### src/rtl/counter_ctrl_pkg.sv
// rtl/counter_ctrl_pkg.sv - shared types and helpers for the counter button controller
package counter_ctrl_pkg;

    typedef enum logic [1:0] {NONE, UP, DN, CLR} press_code_t;

    typedef enum logic [1:0] {IDLE, PRESS_DB, HELD, REL_DB} btn_state_t;

    function automatic int CeilLog2(input int value);
        int result;
        result = 0;
        for (int v = value - 1; v > 0; v = v >> 1) begin
            result = result + 1;
        end
        return result;
    endfunction

endpackage

### src/rtl/sync_2ff.sv
// rtl/sync_2ff.sv - two-flop synchronizer for asynchronous level inputs
module sync_2ff #(
    parameter int W = 1
) (
    input  logic         clk,
    input  logic         rst,
    input  logic [W-1:0] d,
    output logic [W-1:0] q
);

    logic [W-1:0] meta;

    always_ff @(posedge clk or negedge rst) begin
        if (!rst) begin
            meta <= '0;
            q    <= '0;
        end else begin
            meta <= d;
            q    <= meta;
        end
    end

endmodule

### src/rtl/counter_button_ctrl.sv
// rtl/counter_button_ctrl.sv - debounces up/down/clear buttons into counter step strobes
module counter_button_ctrl
    import counter_ctrl_pkg::*;
#(
    parameter int DEBOUNCE_CYCLES      = 50000,
    parameter bit REPEAT_EN            = 1'b1,
    parameter int REPEAT_DELAY_CYCLES  = 25000000,
    parameter int REPEAT_PERIOD_CYCLES = 5000000
) (
    input  logic clk,
    input  logic rst,
    input  logic btn_up,
    input  logic btn_dn,
    input  logic btn_clr,
    output logic enb_o,
    output logic op_o,
    output logic sync_rst_enb_o,
    output logic held_o
);

    localparam int MAX_AB  = (DEBOUNCE_CYCLES > REPEAT_DELAY_CYCLES) ? DEBOUNCE_CYCLES : REPEAT_DELAY_CYCLES;
    localparam int MAX_CYC = (MAX_AB > REPEAT_PERIOD_CYCLES) ? MAX_AB : REPEAT_PERIOD_CYCLES;
    localparam int TMR_W   = CeilLog2(MAX_CYC) + 1;

    localparam logic [TMR_W-1:0] DB_LAST    = TMR_W'(DEBOUNCE_CYCLES - 1);
    localparam logic [TMR_W-1:0] DELAY_LAST = TMR_W'(REPEAT_DELAY_CYCLES - 1);
    localparam logic [TMR_W-1:0] PER_LAST   = TMR_W'(REPEAT_PERIOD_CYCLES - 1);
    localparam logic [TMR_W-1:0] TMR_ONE    = TMR_W'(1);

    logic [2:0]       btn_sync;
    press_code_t      code;
    press_code_t      latched;
    btn_state_t       state;
    logic [TMR_W-1:0] db_tmr;
    logic [TMR_W-1:0] rep_tmr;
    logic             rep_first;
    logic [TMR_W-1:0] rep_last;
    logic             rep_active;

    sync_2ff #(.W(3)) u_sync (
        .clk (clk),
        .rst (rst),
        .d   ({btn_clr, btn_dn, btn_up}),
        .q   (btn_sync)
    );

    // Clear wins outright; up and down together cancel each other.
    always_comb begin
        code = NONE;
        if (btn_sync[2]) begin
            code = CLR;
        end else if (btn_sync[0] && !btn_sync[1]) begin
            code = UP;
        end else if (btn_sync[1] && !btn_sync[0]) begin
            code = DN;
        end
    end

    assign rep_last   = rep_first ? DELAY_LAST : PER_LAST;
    assign rep_active = REPEAT_EN && ((latched == UP) || (latched == DN));

    always_ff @(posedge clk or negedge rst) begin
        if (!rst) begin
            state          <= IDLE;
            latched        <= NONE;
            db_tmr         <= '0;
            rep_tmr        <= '0;
            rep_first      <= 1'b1;
            enb_o          <= 1'b0;
            op_o           <= 1'b1;
            sync_rst_enb_o <= 1'b0;
            held_o         <= 1'b0;
        end else begin
            enb_o          <= 1'b0;
            sync_rst_enb_o <= 1'b0;
            case (state)
                IDLE: begin
                    if (code != NONE) begin
                        state   <= PRESS_DB;
                        latched <= code;
                        db_tmr  <= '0;
                    end
                end
                PRESS_DB: begin
                    if (code != latched) begin
                        state <= IDLE;
                    end else if (db_tmr == DB_LAST) begin
                        state     <= HELD;
                        held_o    <= 1'b1;
                        enb_o     <= 1'b1;
                        rep_tmr   <= '0;
                        rep_first <= 1'b1;
                        if (latched == CLR) begin
                            sync_rst_enb_o <= 1'b1;
                        end else begin
                            op_o <= (latched == UP);
                        end
                    end else begin
                        db_tmr <= db_tmr + TMR_ONE;
                    end
                end
                HELD: begin
                    if (code != latched) begin
                        state  <= REL_DB;
                        db_tmr <= '0;
                    end else if (rep_active) begin
                        // A due repeat waits one cycle if it would abut the previous strobe.
                        if (rep_tmr == rep_last) begin
                            if (!enb_o) begin
                                enb_o     <= 1'b1;
                                rep_tmr   <= '0;
                                rep_first <= 1'b0;
                            end
                        end else begin
                            rep_tmr <= rep_tmr + TMR_ONE;
                        end
                    end
                end
                REL_DB: begin
                    if (code == latched) begin
                        state     <= HELD;
                        rep_tmr   <= '0;
                        rep_first <= 1'b1;
                    end else if (db_tmr == DB_LAST) begin
                        state  <= IDLE;
                        held_o <= 1'b0;
                    end else begin
                        db_tmr <= db_tmr + TMR_ONE;
                    end
                end
                default: state <= IDLE;
            endcase
        end
    end

endmodule

### config.mk
export PLATFORM = sky130hd
export DESIGN_NAME = counter_button_ctrl
export DESIGN_NICKNAME = d
export VERILOG_FILES = /design/src/rtl/counter_ctrl_pkg.sv /design/src/rtl/sync_2ff.sv /design/src/rtl/counter_button_ctrl.sv
export SDC_FILE = /design/constraint.sdc
export NUM_CORES = 1
export LEC_CHECK = 0
export CAP_MARGIN = 0
export CORE_MARGIN = 5
export CORE_UTILIZATION = 38
export DETAILED_ROUTE_END_ITERATION = 10
export GPL_TIMING_DRIVEN = 0
export MAX_ROUTING_LAYER = met4
export SYNTH_ARGS = -nofsm -noshare
export SYNTH_HDL_FRONTEND = slang
export SYNTH_SLANG_ARGS = --single-unit
### constraint.sdc
create_clock -name clk -period 2.5 [get_ports clk]
set_input_delay 0.5 -clock clk [delete_from_list [all_inputs] [get_ports clk]]
set_output_delay 0.5 -clock clk [all_outputs]
set_load 0.02 [all_outputs]
After elaboration in Yosys (flattened, before gate mapping)
Cells that the tools add are included.
{"block": "classes", "add_sub_neg": 2, "eq_ne": 24, "muxes": 47, "bitwise_logic": 2, "reduce_logical": 16}
{"operator": "$mux 26", "n": 12}
{"operator": "$pmux 26 s4", "n": 1}
{"operator": "$pmux 26 s3", "n": 1}
{"operator": "$add 26x1->26 const B", "n": 2}
{"operator": "$eq 26x16->1 const B", "n": 1}
{"operator": "$eq 26x25->1", "n": 1}
{"operator": "$mux 25", "n": 1}
{"operator": "$ne 2x2->1 const B", "n": 11}
{"operator": "$mux 1", "n": 19}
{"operator": "$mux 2", "n": 9}
{"operator": "$reduce_and 4->1", "n": 3}
{"operator": "$ne 3x3->1 const B", "n": 3}
{"operator": "$eq 2x2->1 const B", "n": 4}
{"operator": "$pmux 2 s4", "n": 1}
{"operator": "$reduce_and 8->1", "n": 1}
{"operator": "$reduce_and 7->1", "n": 1}
{"operator": "$reduce_and 5->1", "n": 1}
{"operator": "$eq 2x1->1 const B", "n": 2}
{"operator": "$pmux 1 s2", "n": 2}
{"operator": "$reduce_bool 2->1", "n": 2}
{"operator": "$pmux 1 s3", "n": 1}
{"operator": "$reduce_bool 3->1", "n": 1}
{"operator": "$eq 2x2->1", "n": 1}
{"operator": "$logic_and 1x1->1", "n": 2}
{"operator": "other kinds (6)", "n": 8}
{"block": "totals", "register_bits": 67, "inputBits": 5, "output_inout_bits": 4, "word_cells": 102}

Logic depth before layout (Yosys ltp)
{"block": "logic_depth", "word_depth": 8, "mapped_depth": 10, "ltp_nobuf": 8}

By module
From an unflattened synthesis, not the netlist that was laid out.
{"block": "hier_totals", "cells_unflattened": 440, "hier_area_um2": 3936.3}
{"mod": "counter_button_ctrl", "n_inst": 1, "cells_per_inst": 434, "area_each_um2": 3786.1, "seq_area_each_um2": 1529.0}
{"mod": "sync_2ff", "n_inst": 1, "cells_per_inst": 6, "area_each_um2": 150.1, "seq_area_each_um2": 150.1}

Least setup slack after synthesis
Ideal clock, no wire load.
{"block": "synth_timing", "path_kind": "register -> register", "startpoint": "reg rep_tmr[12]", "endpoint": "reg rep_tmr[10]", "setup_time_ps": 126, "t_arrival_ps": 2398, "t_required_ps": 2374, "path_slack_ps": -24, "stages_incl_launch_ff": 9, "path_buffers": 2, "period_less_slack_ps": 2524, "path_cell_list": "dfrtp_1 > or4_4 > nor4_4 > o21ai_1 > or4_4 > buf_6 > nor2b_4 > buf_6 > a221o_1"}
{"block": "synth_via", "elab_chain_cells": 5, "word_cells_on_any_way": 7, "classes_between": "eq/ne: 2; mux: 4; reduce/logical: 1"}
{"element": "start, declared", "line_no": "counter_button_ctrl.sv:35", "text": "logic [TMR_W-1:0] rep_tmr;"}
{"element": "start signal, assigned", "line_no": "counter_button_ctrl.sv:115", "text": "rep_tmr <= rep_tmr + TMR_ONE;"}
{"element": "$eq 26x25->1 (*)", "line_no": "counter_button_ctrl.sv:108", "text": "if (rep_tmr == rep_last) begin"}
{"element": "$mux 26", "line_no": "counter_button_ctrl.sv:108"}
{"element": "$mux 26", "line_no": "counter_button_ctrl.sv:106", "text": "end else if (rep_active) begin"}
{"element": "$mux 26", "line_no": "counter_button_ctrl.sv:103", "text": "if (code != latched) begin"}
{"element": "$pmux 26 s3", "line_no": "counter_button_ctrl.sv:76", "text": "case (state)"}
Mark *: on every way between the ends. The rest lies on a longest branch, timed or not. The select of a mux whose other input is x is not followed.
A chain may end at the register's enable or synchronous reset.

Worst setup path in the final report
{"block": "layout_timing", "startpoint": "reg latched[0]", "endpoint": "reg db_tmr[23]"}
{"block": "layout_via", "elab_chain_cells": 3, "word_cells_on_any_way": 6, "classes_between": "eq/ne: 5; reduce/logical: 1"}
{"element": "start, declared", "line_no": "counter_button_ctrl.sv:32", "text": "press_code_t latched;"}
{"element": "start signal, assigned", "line_no": "counter_button_ctrl.sv:80", "text": "latched <= code;"}
{"element": "$ne 2x2->1 or $eq 2x2->1 (tied branches)", "line_no": "counter_button_ctrl.sv:85, counter_button_ctrl.sv:103, counter_button_ctrl.sv:120"}
{"element": "$ne 2x2->1 (no source line)"}
{"element": "$reduce_and 4->1 (no source line) (*)"}
{"element": "end signal, assigned", "line_no": "counter_button_ctrl.sv:99", "text": "db_tmr <= db_tmr + TMR_ONE;"}
{"element": "end signal, assigned", "line_no": "counter_button_ctrl.sv:128", "text": "db_tmr <= db_tmr + TMR_ONE;"}
{"element": "end, declared", "line_no": "counter_button_ctrl.sv:34", "text": "logic [TMR_W-1:0] db_tmr;"}
Mark *: on every way between the ends. The rest lies on a longest branch, timed or not.

==> metrics <==
ys async rst share=100%; clock insertion delay at the later pin of the skew report=350 ps; Post-synth EDFFs=0; Pleak=0.00203 µW; count of final setup violators=8; DRT iter0 DRCs=271; via count=3929; critical path required time=2730 ps; commonest non-fill, non-tap cells in the layout=nand2_1, dfrtp_1, buf_4; Net Sw Frac=41.3%; DP Wirelength=7200 µm; CTS Hold Bufs=0; CP Launch Type=register; clk buf depth=2; Cell Area, Synth=4110 µm²; Num Clock Sinks=67; largest net degree at the start of global routing=68; DRC=0; Setup crit end=db_tmr[23]; number of iterations in the first detailed-routing pass=5; P_int=2770 µW; Cell Chain, Critical Path=or4b_4, a31o_4, o21ai_2, nand4_1, buf_6, buf_12, buf_8, o31ai_1, a21oi_2; Die H=114 µm; cell count of the worst reg-to-reg path=9; Final WS setup=-30.3 ps; status=finished, violations left; Worst R2R Setup Slack=-30 ps; RR Startpoint=latched[0]; Seq pwr share=26.6%; worst vdd ir=547 µV; worst setup path category=reg -> reg; Worst Skew=9.56 ps; vias in the first global route=3783; Yosys reg bits=67; Worst EP arrival=2760 ps; Diodes inserted=0; Worst-Margin Slew=880 ps; unrepaired setup endpoints after global routing=true; slowest stage delay, CP=560 ps; pre-CTS setup slack=-587 ps; Final Max Tran Viols=0; minimum clock period=2530 ps; f_max=0.395 GHz; Routed WL per cell=17.6 µm; switching power total=1950 µW; ys flop type=dfrtp_1; share of cells above drive strength 1=28.0%; commonest non-fill, non-tap cell in the layout=nand2_1; syn_nets=477; Slew HR=41.4%; Critical-path top delay cell=or4b_4; power density over the cells=900 nW/µm²; Final #Nets=524; final hold violations=0; Max Cap Viol=0; Placed Area=4370 µm²; critical path peak fanout=11; Seq/Total Area, Yosys=40.9%; Congestion Overflow GR=0; Routed WL=11500 µm; combinational power share=49.1%; first-pass GRT wire length=18900 µm; number of H-tree levels=3; Root Buffer=clkbuf_8; I/O pin total=9; Vias/cell=6.00; initial antenna violation count=0; Clock Power Share=24.2%; final core occ=49.1%; synth unique cells=62; crit share post-route=101%; Area growth syn-to-layout=27.8%; min-delay worst type=in -> async; chip width=114 µm; std cell rows=38; CP Capture Type=register; total track usage=18.7%; GPL Wtd Cong=0.893; Core ar.=10700 µm²; CTS tree=built; total CTS buffers=9; Design Area, Final=5250 µm²; crit path launch=latched[0]; clk slew on worst S/H paths=80 ps; Die ar.=13000 µm²; ANT nets after route=0; Mapped Cells=463; initial core utilization=38.4%; port bufs=8; failing checks=negative setup slack; Syn Area/Cell=8.88 µm²; Ys Warns=0; FF-to-FF End=db_tmr[23]
[metrics by stage]
stage / setup TNS, ps / cells / hold WS (ps) / total power, µW
after CTS: -21.6 / 642 / 292 / 4290
after detailed placement: -15430 / 611 / 336 / 2810
after global placement: -106750 / 611 / 334 / 2770
after floorplan: 0 / 463 / 204 / 2320
final: -109 / 655 / 248 / 4730
after global routing: -1930 / 655 / 329 / 5010
[critical path: cells and delay by family (launching register included)]
kind | cells | cell delay [ps]
AOI/OAI and AO/OA | 4 | 840
buffers and inverters | 3 | 430
DFF | 1 | 440
and+or+nand+nor | 2 | 690
[flip-flops by register name, summed over array words and instances, names as in the netlist, named ones only]
name / count
db_tmr: 26
rep_tmr: 26
u_sync.meta: 3
u_sync.q: 3
latched: 2
enb_o: 1
held_o: 1
op_o: 1
rep_first: 1
state: 1
sync_rst_enb_o: 1
[cells in the mapped netlist, types with 7 or more instances]
cell | instances | area, µm²
mux2i_1 | 7 | 70.1
o21ai_0 | 9 | 45.0
nand2b_1 | 17 | 106
dfrtp_1 | 65 | 1630
nor3_1 | 14 | 70.1
or4_1 | 17 | 128
o311ai_0 | 8 | 70.1
ha_1 | 9 | 113
nand3_1 | 24 | 120
a21oi_1 | 22 | 110
nand2_1 | 59 | 221
and3_1 | 10 | 62.6
inv_1 | 23 | 86.3
nor2_1 | 20 | 75.1
or3_1 | 13 | 81.3
o31ai_1 | 11 | 82.6
clkbuf_1 | 16 | 60.1
nand4_1 | 23 | 144
[final cells by class]
type / instances / area, µm²
inverters: 23 / 86.3
clock buffers: 10 / 138
plain buffers: 19 / 160
multi-input cells: 348 / 2530
well taps: 140 / 175
clock inverters: 6 / 113
flip-flops and latches: 67 / 1700
repair buffers: 42 / 358
fillers: 1007 / 5450
[power groups by stage]
| stage | sequential, µW | clock [µW] | combinational (µW) |
|---|---|---|---|
| floorplan | 1240 | 0 | 1080 |
| global placement | 1260 | 0 | 1510 |
| detailed placement | 1260 | 0 | 1550 |
| CTS | 1230 | 1170 | 1880 |
| global route | 1270 | 1220 | 2510 |
| finish | 1260 | 1150 | 2320 |
[cells by family after synthesis]
logic type	after synthesis	synth area share [%]
AOI/OAI and AO/OA	95	17.3
xor gates and xnor gates	1	0.213
adders and majority gates	9	2.74
buffers and inverters	48	4.90
DFF	67	40.9
muxes	8	1.98
and+or+nand+nor	235	32.0
[worst min-delay path by stage]
stage | slack [ps] | depth (start not counted) | end
after floorplan | 200 | 0 | asynchronous set/reset pin
after global placement | 330 | 0 | u_sync.q[1]
after detailed placement | 340 | 0 | u_sync.q[1]
after CTS | 290 | 1 | db_tmr[13]
after global routing | 330 | 1 | db_tmr[11]
final | 250 | 1 | db_tmr[17]
[routing by layer]
layer | part of all wire (%) | vias to the layer above | GRT usage (%)
met2 | 46 | 126 | 28.6
met1 | 47 | 1940 | 25.1
met3 | 4.4 | 23 | 3.18
li1 | - | 1840 | -
met5 | 0 | - | -
met4 | 2.0 | 0 | 6.57
[what timing repair did]
item / 4_1_cts / 5_1_grt
setup buffers: 17 / 15
cloned: 1 / 1
endpoints found under the hold margin: 0 / 0
resized for setup: 39 / 74
pin swaps: 6 / 29
setup endpoints to repair: 52 / 55
Power figures use the tool's default switching activity.
